<file path="src/rtl/uart_frame_arbiter.sv">
// Round-robin arbiter that lets several measurement sources share one byte-wide UART
// transmit engine, sending each granted payload as a framed packet.
module uart_frame_arbiter #(
  parameter int NUM_REQ = 2,
  parameter int WORDS   = 4
) (
  input  logic                       CLK,
  input  logic                       RST,
  input  logic [NUM_REQ-1:0]         Req_Sig,
  input  logic [NUM_REQ*WORDS*32-1:0] Req_Data,
  output logic [NUM_REQ-1:0]         Req_Ack,
  output logic [NUM_REQ-1:0]         Frame_Done,
  output logic                       Busy,
  output logic [7:0]                 TX_Data,
  output logic                       TX_En_Sig,
  input  logic                       TX_Done_Sig
);

  localparam int FRAME_LEN = 4*WORDS + 4;
  localparam int CNT_W     = $clog2(FRAME_LEN);
  localparam int SRC_W     = (NUM_REQ > 1) ? $clog2(NUM_REQ) : 1;
  localparam int PAY_W     = WORDS*32;

  typedef enum logic [1:0] {IDLE, SEND, GAP, DONE} state_t;

  state_t               state_q, state_d;
  logic [CNT_W-1:0]     cnt_q, cnt_d;
  logic [SRC_W-1:0]     src_q, src_d;
  logic [SRC_W-1:0]     rr_q, rr_d;
  logic [PAY_W-1:0]     pay_q, pay_d;
  logic [7:0]           data_q, data_d;
  logic                 en_q, en_d;
  logic                 busy_q, busy_d;
  logic [NUM_REQ-1:0]   ack_q, ack_d;
  logic [NUM_REQ-1:0]   fdone_q, fdone_d;
  logic                 gnt_vld;
  logic [SRC_W-1:0]     gnt;

  // Byte idx of the frame: header, payload words MSB byte first, then FF 0D 0A.
  function automatic logic [7:0] frame_byte(input logic [CNT_W-1:0] idx,
                                            input logic [SRC_W-1:0] src,
                                            input logic [PAY_W-1:0] pay);
    int i;
    int w;
    int b;
    i = int'(idx);
    w = (i - 1) / 4;
    b = (i - 1) % 4;
    if (i == 0)
      frame_byte = 8'hA0 | {{(8-SRC_W){1'b0}}, src};
    else if (i <= 4*WORDS)
      frame_byte = pay[w*32 + (3-b)*8 +: 8];
    else if (i == 4*WORDS + 1)
      frame_byte = 8'hFF;
    else if (i == 4*WORDS + 2)
      frame_byte = 8'h0D;
    else
      frame_byte = 8'h0A;
  endfunction

  // First requesting source at or after the round-robin pointer.
  always_comb begin
    gnt_vld = 1'b0;
    gnt     = '0;
    for (int i = 0; i < NUM_REQ; i++) begin
      if (!gnt_vld && Req_Sig[(int'(rr_q) + i) % NUM_REQ]) begin
        gnt_vld = 1'b1;
        gnt     = SRC_W'((int'(rr_q) + i) % NUM_REQ);
      end
    end
  end

  always_comb begin
    state_d = state_q;
    cnt_d   = cnt_q;
    src_d   = src_q;
    rr_d    = rr_q;
    pay_d   = pay_q;
    data_d  = data_q;
    en_d    = en_q;
    busy_d  = busy_q;
    ack_d   = '0;
    fdone_d = '0;
    case (state_q)
      IDLE: begin
        en_d  = 1'b0;
        cnt_d = '0;
        if (gnt_vld) begin
          src_d       = gnt;
          pay_d       = Req_Data[int'(gnt)*PAY_W +: PAY_W];
          ack_d[gnt]  = 1'b1;
          busy_d      = 1'b1;
          data_d      = frame_byte('0, gnt, Req_Data[int'(gnt)*PAY_W +: PAY_W]);
          state_d     = SEND;
        end
      end
      SEND: begin
        // A done pulse only counts once the enable has actually been presented.
        if (en_q && TX_Done_Sig) begin
          en_d = 1'b0;
          if (cnt_q == CNT_W'(FRAME_LEN - 1)) begin
            fdone_d[src_q] = 1'b1;
            state_d        = DONE;
          end else begin
            cnt_d   = cnt_q + CNT_W'(1);
            state_d = GAP;
          end
        end else begin
          en_d = 1'b1;
        end
      end
      GAP: begin
        en_d    = 1'b0;
        data_d  = frame_byte(cnt_q, src_q, pay_q);
        state_d = SEND;
      end
      DONE: begin
        busy_d  = 1'b0;
        rr_d    = (src_q == SRC_W'(NUM_REQ - 1)) ? '0 : src_q + SRC_W'(1);
        state_d = IDLE;
      end
      default: state_d = IDLE;
    endcase
  end

  always_ff @(posedge CLK) begin
    if (RST) begin
      state_q <= IDLE;
      cnt_q   <= '0;
      src_q   <= '0;
      rr_q    <= '0;
      data_q  <= 8'h00;
      en_q    <= 1'b0;
      busy_q  <= 1'b0;
      ack_q   <= '0;
      fdone_q <= '0;
    end else begin
      state_q <= state_d;
      cnt_q   <= cnt_d;
      src_q   <= src_d;
      rr_q    <= rr_d;
      data_q  <= data_d;
      en_q    <= en_d;
      busy_q  <= busy_d;
      ack_q   <= ack_d;
      fdone_q <= fdone_d;
    end
  end

  // Payload snapshot is pure data and needs no reset.
  always_ff @(posedge CLK) begin
    pay_q <= pay_d;
  end

  assign Req_Ack    = ack_q;
  assign Frame_Done = fdone_q;
  assign Busy       = busy_q;
  assign TX_Data    = data_q;
  assign TX_En_Sig  = en_q;

endmodule

</file>
<file path="config.mk">
export PLATFORM = sky130hd
export DESIGN_NAME = uart_frame_arbiter
export DESIGN_NICKNAME = d
export VERILOG_FILES = /design/src/rtl/uart_frame_arbiter.sv
export SDC_FILE = /design/constraint.sdc
export NUM_CORES = 1
export LEC_CHECK = 0
export ABC_CLOCK_PERIOD_IN_PS = 5950
export CORE_MARGIN = 10
export CORE_UTILIZATION = 49
export DETAILED_ROUTE_END_ITERATION = 10
export GPL_TIMING_DRIVEN = 0
export PLACE_DENSITY_LB_ADDON = 0.25
export SETUP_SLACK_MARGIN = 0.02
export SLEW_MARGIN = 0
export SYNTH_ARGS = -nofsm -noshare
export SYNTH_HDL_FRONTEND = slang
export SYNTH_SLANG_ARGS = --single-unit
</file>
<file path="constraint.sdc">
create_clock -name CLK -period 5.95 [get_ports CLK]
set_clock_uncertainty 0.05 [all_clocks]
set_input_delay 1.19 -clock CLK [delete_from_list [all_inputs] [get_ports CLK]]
set_output_delay 1.19 -clock CLK [all_outputs]
set_load 0.02 [all_outputs]
</file>
==> run_results.csv, run 1 <==
group,metric,value,unit
cells_and_area,drive_gt1_frac,0.0675,
sta,rsz0062_at_grt,"no",
logic_synthesis,yosysUniqueCellTypes,46,
power_and_ir_drop,p_switching,0.000662,W
setup_path,critical_path_buf_inv_count,5,
floorplanning,start_util,0.501,
logic_synthesis,syn_nets,1000,
global_route,grt_use_total,0.257,
setup_path,critical_path_class,"register to register",
place,place_area,0.0106,mm2
cells_and_area,fin_area,0.0112,mm2
cells_and_area,insertedDiodeCount,0,
logic_synthesis,synth-simple-area-share,0.224,
logic_synthesis,ys_warn_count,0,
global_route,overflow,0,
clock_tree,post_cts_buffers,0,
route,dr.first_iter.drc_count,477,
global_route,grt_pass1_wl,38.6,mm
sta,whs,0.430,ns
setup_path,setup.worst_path.start,"cnt_q[0]",
global_route,grt_max_degree,86,
global_route,grt_pass1_vias,6743,
logic_synthesis,ys_seq_elements,151,
clock_tree,clock-sinks,151,
route,ant_nets,0,
logic_synthesis,yosysSeqAreaShare,0.565,
setup_path,end_kind,"register",
place,dp_worst_setup_slack,2.06,ns
clock_tree,cts_buffers,17,
sta,timing.final.ws_setup,2.08,ns
power_and_ir_drop,irDropWorstVdd,0.197,mV
power_and_ir_drop,pwr-share-seq,0.454,
cells_and_area,fillers,1075,
sta,worstMarginPinSlew,1.22,ns
floorplanning,rows,45,
flow_run,drv_cap,0,
sta,finalHoldViolCount,0,
clock_tree,cts_buffer_depth,2,
logic_synthesis,synth_compound_area_frac,0.0381,
power_and_ir_drop,p_per_area,256,mW/mm2
cells_and_area,final_net_count,1294,
clock_tree,cts_tree,"built",
route,dr.pass1.iters,5,
setup_path,path_cells,"buf_6, buf_2, inv_1, ha_1, clkbuf_1, clkbuf_1, mux4_1, mux4_2, nor4_1, a211oi_1",
global_route,antenna_found_initial,0,
route,totalWireLength,26.9,mm
floorplanning,dieArea,0.0209,mm2
setup_path,cp_top_family,"buffers and inverters",
logic_synthesis,synth_area,0.00762,mm2
logic_synthesis,synth_top_area_share,0.505,
logic_synthesis,synth-async-reset-ratio,0,
logic_synthesis,synth-xor-area-share,0.00690,
route,wl_per_cell,22.0,um
place,place_hpwl,20.3,mm
setup_path,crit_arrival,4.11,ns
sta,max-slew-margin-rel,0.162,
setup_path,critPathLaunchType,"register",
clock_tree,cts-hold-fix-buffers,0,
logic_synthesis,synthMuxAreaShare,0.125,
sta,finalSetupViolations,0,
power_and_ir_drop,switching_share,0.230,
logic_synthesis,postSynthAreaPerCell,10.4,um2
status,status,"finished clean",
floorplanning,die_y,145,um
logic_synthesis,syn_inst,732,
clock_tree,clk_latency,0.42,ns
logic_synthesis,synth_top_area_cell,"edfxtp_1",
logic_synthesis,synth_area_leaders,"edfxtp_1 (50%), nand2_1 (19%), mux4_2 (8.6%), dfxtp_1 (6.0%), mux4_1 (3.8%)",
logic_synthesis,synth_edf_count,128,
logic_synthesis,synth_top_family_by_area,"simple AND/OR/NAND/NOR gates",
place,place_congestion,0.879,
sta,fin_crit,3.87,ns
sta,min_period_over_period,0.650,
sta,fmax,258,MHz
setup_path,crit_path_frequent_cell,"clkbuf_1",
power_and_ir_drop,power_frac_comb,0.158,
cells_and_area,syn2layout_area_growth,47.5,%
min_path,min_from,"Busy",
route,dr_total_vias,6527,
setup_path,cp_slowest_cell,"clkbuf_1",
setup_path,regToRegStartpoint,"cnt_q[0]",
power_and_ir_drop,p_leak,4.55,nW
route,drc,0,
clock_tree,cts.repair.resized,0,
logic_synthesis,synthAdderAreaFrac,0.0115,
floorplanning,pin_count,275,
route,viasPerCell,5.33,
clock_tree,clk_pin_slew,0.06,ns
place,io_buffers,274,
min_path,min_path_type,"register to register",
sta,final.setup.tns,0,ns
setup_path,worstPathMaxFanout,10,
power_and_ir_drop,clkPwrFrac,0.388,
clock_tree,root_buffer,"clkbuf_16",
floorplanning,die_w,145,um
logic_synthesis,synth_ff_type,"edfxtp_1",
setup_path,max_stage_delay,0.63,ns
clock_tree,htreeDepth,4,
floorplanning,coreArea,0.0152,mm2
sta,slew_violations,0,
power_and_ir_drop,p_int,0.00222,W
setup_path,critPathRequiredTime,6.19,ns
==> cells in the final DEF, fill, tap and decap left out, types with 3 or more instances in the layout <==
master and instances:
nand2_1 389, dfxtp_1 23, edfxtp_1 128, mux4_1 11, clkbuf_16 17, nor3_1 9
buf_2 4, nor4_1 3, ha_1 7, xor2_1 4, inv_1 8, clkdlybuf4s50_1 274
nand3_1 7, bufinv_16 4, o21ai_0 6, clkbuf_1 36, mux4_2 29, a21o_1 6
clkinvlp_4 3, a211oi_1 3, nor2_1 13, a21oi_1 6
==> flip-flops by register name (all words and copies together), names as in the netlist <==
signal,cells
TX_Data,8
TX_En_Sig,1
cnt_q,5
state_q,2
src_q,1
pay_q,128
rr_q,1
Frame_Done,2
Req_Ack,2
Busy,1
==> power groups by stage <==
stage          clock, W  combinational, W  sequential (W)
3_3_place_gp          0          0.000439         0.00133
6_report        0.00112          0.000456         0.00131
2_1_floorplan         0          0.000182         0.00133
5_1_grt         0.00117          0.000489         0.00131
3_5_place_dp          0          0.000453         0.00133
4_1_cts         0.00113          0.000456         0.00131
==> cells by family (layout without fill, tap and decap cells) <==
family,count (synthesis),after routing
muxes,41,41
AOI/OAI and AO/OA,40,40
xor gates and xnor gates,6,6
buffers and inverters,52,357
and+or+nand+nor,435,435
adders and majority gates,7,7
DFF,151,151
==> routing by layer <==
layer  vias up  part of all wire  wire length, um  GRT usage
met2       350              0.51            13700      0.445
met5         -                 0                0          0
met1      3017              0.36             9680      0.283
met3        51              0.11             2870     0.0968
li1       3109                 -                -          -
met4         0             0.025              676     0.0936
==> final cells by class <==
class	instances	area, um2	share of cell area
Multi-Input combinational cell	529	3090	0.275
Tap cell	188	235	0.0209
Clock inverter	13	181	0.0161
Clock buffer	17	425	0.0379
Buffer	43	191	0.0170
Timing Repair Buffer	275	2770	0.247
Inverter	9	38.8	0.00345
Sequential cell	151	4300	0.383
==> cell usage after synthesis (7+ instances only) <==
cell      number
nand2_1      389
nand3_1        7
nor3_1         9
clkbuf_1      36
ha_1           7
dfxtp_1       23
nor2_1        13
edfxtp_1     128
mux4_1        11
mux4_2        29
inv_1          9
==> path summary, 6_finish.rpt <==
check	to	slack [ns]	depth (start not counted)
setup / recovery	TX_Data[7]	2.08	10
hold / removal	Busy	0.43	2
setup reg to reg	TX_Data[7]	2.08	10
hold reg to reg	Busy	0.43	2
==> per-stage QoR <==
stage	utilization	power, W	instances
2_1_floorplan	-	0.00151	732
3_3_place_gp	0.697	0.00177	1194
3_5_place_dp	0.699	0.00178	1195
4_1_cts	0.739	0.00289	1225
5_1_grt	0.739	0.00297	1225
6_report	0.739	0.00288	1225
==> tightest hold or removal path, delay by kind of cell (launching register included) <==
kind / cells / cell delay (ns)
AOI/OAI and AO/OA: 2 / 0.13
DFF: 1 / 0.30
No activity file was read; power rests on OpenSTA's default activity.
==> run 2, diff against run 1 <==
--- a/config.mk
+++ b/config.mk
@@ -5,9 +5,9 @@
 export SDC_FILE = /design/constraint.sdc
 export NUM_CORES = 1
 export LEC_CHECK = 0
-export ABC_CLOCK_PERIOD_IN_PS = 5950
+export ABC_CLOCK_PERIOD_IN_PS = 3430
 export CORE_MARGIN = 10
-export CORE_UTILIZATION = 49
+export CORE_UTILIZATION = 41
 export DETAILED_ROUTE_END_ITERATION = 10
 export GPL_TIMING_DRIVEN = 0
 export PLACE_DENSITY_LB_ADDON = 0.25
==> constraint.sdc (replaced) <==
create_clock -name CLK -period 3.43 [get_ports CLK]
set_clock_uncertainty 0.05 [all_clocks]
set_input_delay 0.686 -clock CLK [delete_from_list [all_inputs] [get_ports CLK]]
set_output_delay 0.686 -clock CLK [all_outputs]
set_load 0.02 [all_outputs]
==> run_results.csv, run 2 (synthesis gave the netlist of run 1 again) <==
group,metric,value,unit
sta,finalHoldViolCount,0,
power_and_ir_drop,power_frac_comb,0.163,
place,io_buffers,274,
clock_tree,cts_buffer_depth,2,
power_and_ir_drop,p_int,0.00378,W
route,top_layer,"met4",
route,viasPerCell,5.05,
floorplanning,die_y,156,um
cells_and_area,final_net_count,1297,
min_path,min_path_type,"register to register",
global_route,antenna_found_initial,0,
global_route,grt_max_degree,43,
sta,worstMarginPinSlew,1.28,ns
setup_path,endpoint,"TX_Data[6]",
status,status,"finished clean",
sta,max-slew-margin-rel,0.123,
power_and_ir_drop,p_per_area,435,mW/mm2
setup_path,setup.worst_path.start,"cnt_q[0]",
cells_and_area,insertedDiodeCount,0,
setup_path,r2r_slack,0.21,ns
power_and_ir_drop,p_switching,0.00115,W
clock_tree,cts_tree,"built",
sta,rsz0062_at_grt,"no",
setup_path,end_kind,"register",
global_route,grt_pass1_wl,39.8,mm
cells_and_area,largest_register_ff_count,128,
sta,min_period_over_period,0.940,
clock_tree,htreeDepth,4,
clock_tree,clk_latency,0.42,ns
setup_path,worstPathMaxFanout,10,
setup_path,critPathRequiredTime,3.69,ns
route,wl_met3,2.19,mm
cells_and_area,final_util,0.625,
cells_and_area,fin_area,0.0113,mm2
sta,fin_crit,3.22,ns
setup_path,reg2reg_depth,8,
floorplanning,die_w,156,um
setup_path,r2r-end,"TX_Data[6]",
sta,whs,0.437,ns
sta,timing.final.ws_setup,0.205,ns
clock_tree,clock-sinks,151,
power_and_ir_drop,p_leak,4.57,nW
place,place_area,0.0107,mm2
route,totalWireLength,27.7,mm
sta,finalSetupViolations,0,
setup_path,regToRegStartpoint,"cnt_q[0]",
route,dr.pass1.iters,5,
floorplanning,coreArea,0.0181,mm2
floorplanning,dieArea,0.0244,mm2
cells_and_area,mostFrequentLayoutCells,"nand2_1 (389), clkdlybuf4s50_1 (274), edfxtp_1 (128)",
floorplanning,pin_count,275,
clock_tree,cts-hold-fix-buffers,0,
flow_run,drv_cap,0,
clock_tree,root_buffer,"clkbuf_16",
sta,slew_violations,0,
floorplanning,start_util,0.420,
cells_and_area,largest-register,"pay_q",
power_and_ir_drop,irDropWorstVdd,0.288,mV
cells_and_area,drive_gt1_frac,0.0750,
global_route,grt_pass1_vias,6670,
cells_and_area,syn2layout_area_growth,48.9,%
power_and_ir_drop,power,0.00493,W
setup_path,critical_path_class,"register to register",
route,wl_per_cell,21.9,um
route,dr_total_vias,6413,
floorplanning,rows,49,
power_and_ir_drop,pwr-share-seq,0.459,
cells_and_area,final_common_cell,"nand2_1",
place,dp_worst_setup_slack,-0.567,ns
setup_path,critPathLaunchType,"register",
route,drc,0,
place,place_hpwl,21.4,mm
route,drt-met1-wl,10.9,mm
global_route,grt_use_total,0.225,
clock_tree,cts_buffers,17,
global_route,overflow,0,
clock_tree,clk_pin_slew,0.06,ns
route,ant_nets,0,
power_and_ir_drop,switching_share,0.233,
place,place_congestion,0.859,
route,dr.first_iter.drc_count,318,
setup_path,crit_arrival,3.48,ns
route,wl_met2,14.2,mm
sta,fmax,310,MHz
power_and_ir_drop,clkPwrFrac,0.378,
[run 2: changes by cell type in the layout (fill, tap and decap cells not counted), moves of 2 or more]
cell,delta
clkbuf_1,-4
buf_12,+3
buf_4,+3
clkinvlp_4,+3
buf_2,-2
[run 2: critical path, stage by stage (launching register included)]
cell and delay (ns):
dfxtp_1 0.41, buf_6 0.22, buf_4 0.26, inv_1 0.13, ha_1 0.48, clkbuf_4 0.31
mux4_1 0.37, mux4_2 0.57, a221o_1 0.31
[run 2: routing by layer]
metal  GRT usage  vias up
met1       0.259     3005
met3      0.0721       35
met2       0.391      259
met4      0.0665        0
li1            -     3114
met5           0        -
[run 2: repair_timing]
action                     in CTS  in global routing
gates resized for setup         8                  2
gates cloned                    0                  0
buffers inserted                0                  2
setup endpoints to repair       8                  7
[run 2: layout make-up]
class                           count  area [um2]
Fill cell                        1518        6810
Clock inverter                     13         158
Tap cell                          229         287
Multi-Input combinational cell    529        3100
Buffer                             42         211
Inverter                            9        37.5
Sequential cell                   151        4300
Timing Repair Buffer              279        2820
Clock buffer                       17         425
[run 2: power by group through the flow]
stage / registers, W / clock network (W) / logic (W)
2_1_floorplan: 0.00229 / 0 / 0.000318
4_1_cts: 0.00226 / 0.00188 / 0.000809
3_3_place_gp: 0.00231 / 0 / 0.000774
6_report: 0.00226 / 0.00187 / 0.000804
5_1_grt: 0.00228 / 0.00197 / 0.000868
3_5_place_dp: 0.00230 / 0 / 0.000805
[run 2: through the flow]
step / setup TNS, ns / instances
2_1_floorplan: 0 / 732
3_3_place_gp: -174.19 / 1235
3_5_place_dp: -3.07 / 1238
4_1_cts: 0 / 1267
5_1_grt: 0 / 1269
6_report: 0 / 1269
[run 2: worst min-delay path by stage]
stage / start / endpoint / slack, ns / cells past startpoint
floorplan: src_q / Frame_Done[0] / 0.39 / 1
global placement: src_q / Frame_Done[0] / 0.42 / 1
detailed placement: Busy / Busy / 0.42 / 2
CTS: Busy / Busy / 0.43 / 2
global route: src_q / Frame_Done[1] / 0.46 / 2
finish: Busy / Busy / 0.44 / 2
==> run 3, diff against run 2 <==
--- a/config.mk
+++ b/config.mk
@@ -7,10 +7,11 @@
 export LEC_CHECK = 0
 export ABC_CLOCK_PERIOD_IN_PS = 3430
 export CORE_MARGIN = 10
-export CORE_UTILIZATION = 41
+export CORE_UTILIZATION = 42
+export CTS_BUF_LIST = sky130_fd_sc_hd__clkbuf_4 sky130_fd_sc_hd__clkbuf_8
 export DETAILED_ROUTE_END_ITERATION = 10
 export GPL_TIMING_DRIVEN = 0
-export PLACE_DENSITY_LB_ADDON = 0.25
+export PLACE_DENSITY = 0.85
 export SETUP_SLACK_MARGIN = 0.02
 export SLEW_MARGIN = 0
 export SYNTH_ARGS = -nofsm -noshare
==> run_results.csv, run 3 (synthesis gave the netlist of run 1 again) <==
group,metric,value,unit
setup_path,worstPathMaxFanout,10,
place,place_area,0.0107,mm2
route,dr.pass1.iters,5,
global_route,grt_pass1_wl,39.4,mm
setup_path,critical_path_class,"register to register",
power_and_ir_drop,irDropWorstVdd,0.253,mV
floorplanning,die_y,155,um
route,drc,0,
clock_tree,clock-sinks,151,
place,place_congestion,0.894,
sta,finalSetupViolations,0,
route,ant_nets,0,
floorplanning,start_util,0.425,
power_and_ir_drop,p_int,0.00352,W
global_route,grt_max_degree,48,
clock_tree,cts_buffer_depth,2,
power_and_ir_drop,p_switching,0.00108,W
setup_path,path_cells,"buf_6, buf_6, inv_1, ha_1, clkbuf_4, mux4_1, mux4_2, nor4_1, a211oi_1",
sta,rsz0062_at_grt,"no",
clock_tree,htreeDepth,4,
cells_and_area,largest-register,"pay_q",
sta,min_period_over_period,0.920,
clock_tree,cts-hold-fix-buffers,0,
setup_path,crit_path_frequent_cell,"buf_6",
cells_and_area,drive_gt1_frac,0.0759,
cells_and_area,final_common_cell,"nand2_1",
route,dr_total_vias,6546,
power_and_ir_drop,pwr-share-seq,0.491,
setup_path,critPathRequiredTime,3.71,ns
sta,worstMarginPinSlew,1.14,ns
setup_path,crit_arrival,3.43,ns
setup_path,critPathLaunchType,"register",
sta,whs,0.434,ns
route,dr.first_iter.drc_count,472,
cells_and_area,final_net_count,1296,
power_and_ir_drop,switching_share,0.235,
sta,fmax,317,MHz
setup_path,cp_top_family,"multiplexers",
global_route,grt_use_total,0.222,
clock_tree,cts_buffers,17,
sta,max-slew-margin-rel,0.217,
cells_and_area,mostFrequentLayoutCells,"nand2_1 (389), clkdlybuf4s50_1 (274), edfxtp_1 (128)",
power_and_ir_drop,p_per_area,412,mW/mm2
cells_and_area,fin_area,0.0112,mm2
sta,finalHoldViolCount,0,
power_and_ir_drop,p_leak,4.52,nW
route,totalWireLength,27.3,mm
cells_and_area,largest_register_ff_count,128,
setup_path,cp_slowest_cell,"mux4_2",
flow_run,drv_cap,0,
clock_tree,cts_tree,"built",
power_and_ir_drop,clkPwrFrac,0.335,
floorplanning,die_w,155,um
floorplanning,pin_count,275,
min_path,min_path_type,"register to register",
power_and_ir_drop,power_frac_comb,0.174,
floorplanning,coreArea,0.0179,mm2
place,place_hpwl,21.0,mm
setup_path,end_kind,"register",
place,io_buffers,274,
global_route,antenna_found_initial,1,
global_route,overflow,0,
global_route,grt_pass1_vias,6830,
floorplanning,rows,49,
sta,fin_crit,3.16,ns
clock_tree,clk_pin_slew,0.08,ns
setup_path,critical_path_buf_inv_count,4,
clock_tree,root_buffer,"clkbuf_8",
cells_and_area,syn2layout_area_growth,46.9,%
setup_path,max_stage_delay,0.54,ns
clock_tree,clk_latency,0.45,ns
route,wl_per_cell,21.5,um
status,status,"finished clean",
power_and_ir_drop,power,0.00461,W
floorplanning,dieArea,0.0239,mm2
cells_and_area,final_util,0.625,
route,viasPerCell,5.15,
sta,slew_violations,0,
## run 3: changes by cell type in the layout (fill, tap and decap cells not counted), sizes merged
cell,before,now
bufinv,3,5
clkbuf,53,55
buf,11,10
clkinvlp,6,1
diode,0,1
clkinv,4,7
## run 3: metal layers
layer | up-vias | wire length (um) | global-route usage
met5 | - | 0 | 0
met4 | 0 | 614 | 0.0711
met3 | 37 | 2320 | 0.0724
met2 | 311 | 14000 | 0.395
met1 | 3081 | 10400 | 0.244
li1 | 3117 | - | -
## run 3: timing repair
item / 4_1_cts / 5_1_grt
setup endpoints to repair: 8 / 8
resized for setup: 7 / 3
setup buffers: 0 / 2
pin swaps: 0 / 0
## run 3: power by group through the flow
stage	Sequential, W	Combinational, W	Clock [W]
after global routing	0.00228	0.000856	0.00165
after detailed placement	0.00230	0.000796	0
after CTS	0.00226	0.000799	0.00156
after global placement	0.00231	0.000769	0
final	0.00226	0.000799	0.00154
after floorplan	0.00229	0.000318	0
## run 3: final timing paths
kind | startpoint | to | slack (ns) | cells past startpoint
worst max-delay path | cnt_q[0] | TX_Data[7] | 0.27 | 9
worst min-delay path | Busy | Busy | 0.43 | 2
worst max register to register | cnt_q[0] | TX_Data[7] | 0.27 | 9
worst min register to register | Busy | Busy | 0.43 | 2
## run 3: worst register-to-register path, cell delays in order, from the launching register on
cell and delay (ns):
dfxtp_1 0.41, buf_6 0.21, buf_6 0.23, inv_1 0.13
ha_1 0.45, clkbuf_4 0.31, mux4_1 0.37, mux4_2 0.54
nor4_1 0.26, a211oi_1 0.07
## run 3: through the flow
stage / cells / setup TNS [ns] / worst slack (ns)
2_1_floorplan: 732 / 0 / 0.119
3_3_place_gp: 1235 / -155.39 / -1.20
3_5_place_dp: 1237 / -3.33 / -0.505
4_1_cts: 1269 / 0 / 0.0210
5_1_grt: 1271 / 0 / 0.0420
6_report: 1271 / 0 / 0.275
## run 3: cell type report
cell class / instances / area [um2]
sequential: 151 / 4300
buffer: 42 / 209
clock buffer: 19 / 249
fill: 1436 / 6710
timing repair buffer: 278 / 2800
antenna: 1 / 2.50
multi-input combinational: 529 / 3100
clock inverter: 13 / 203
inverter: 9 / 37.5
tap: 229 / 287
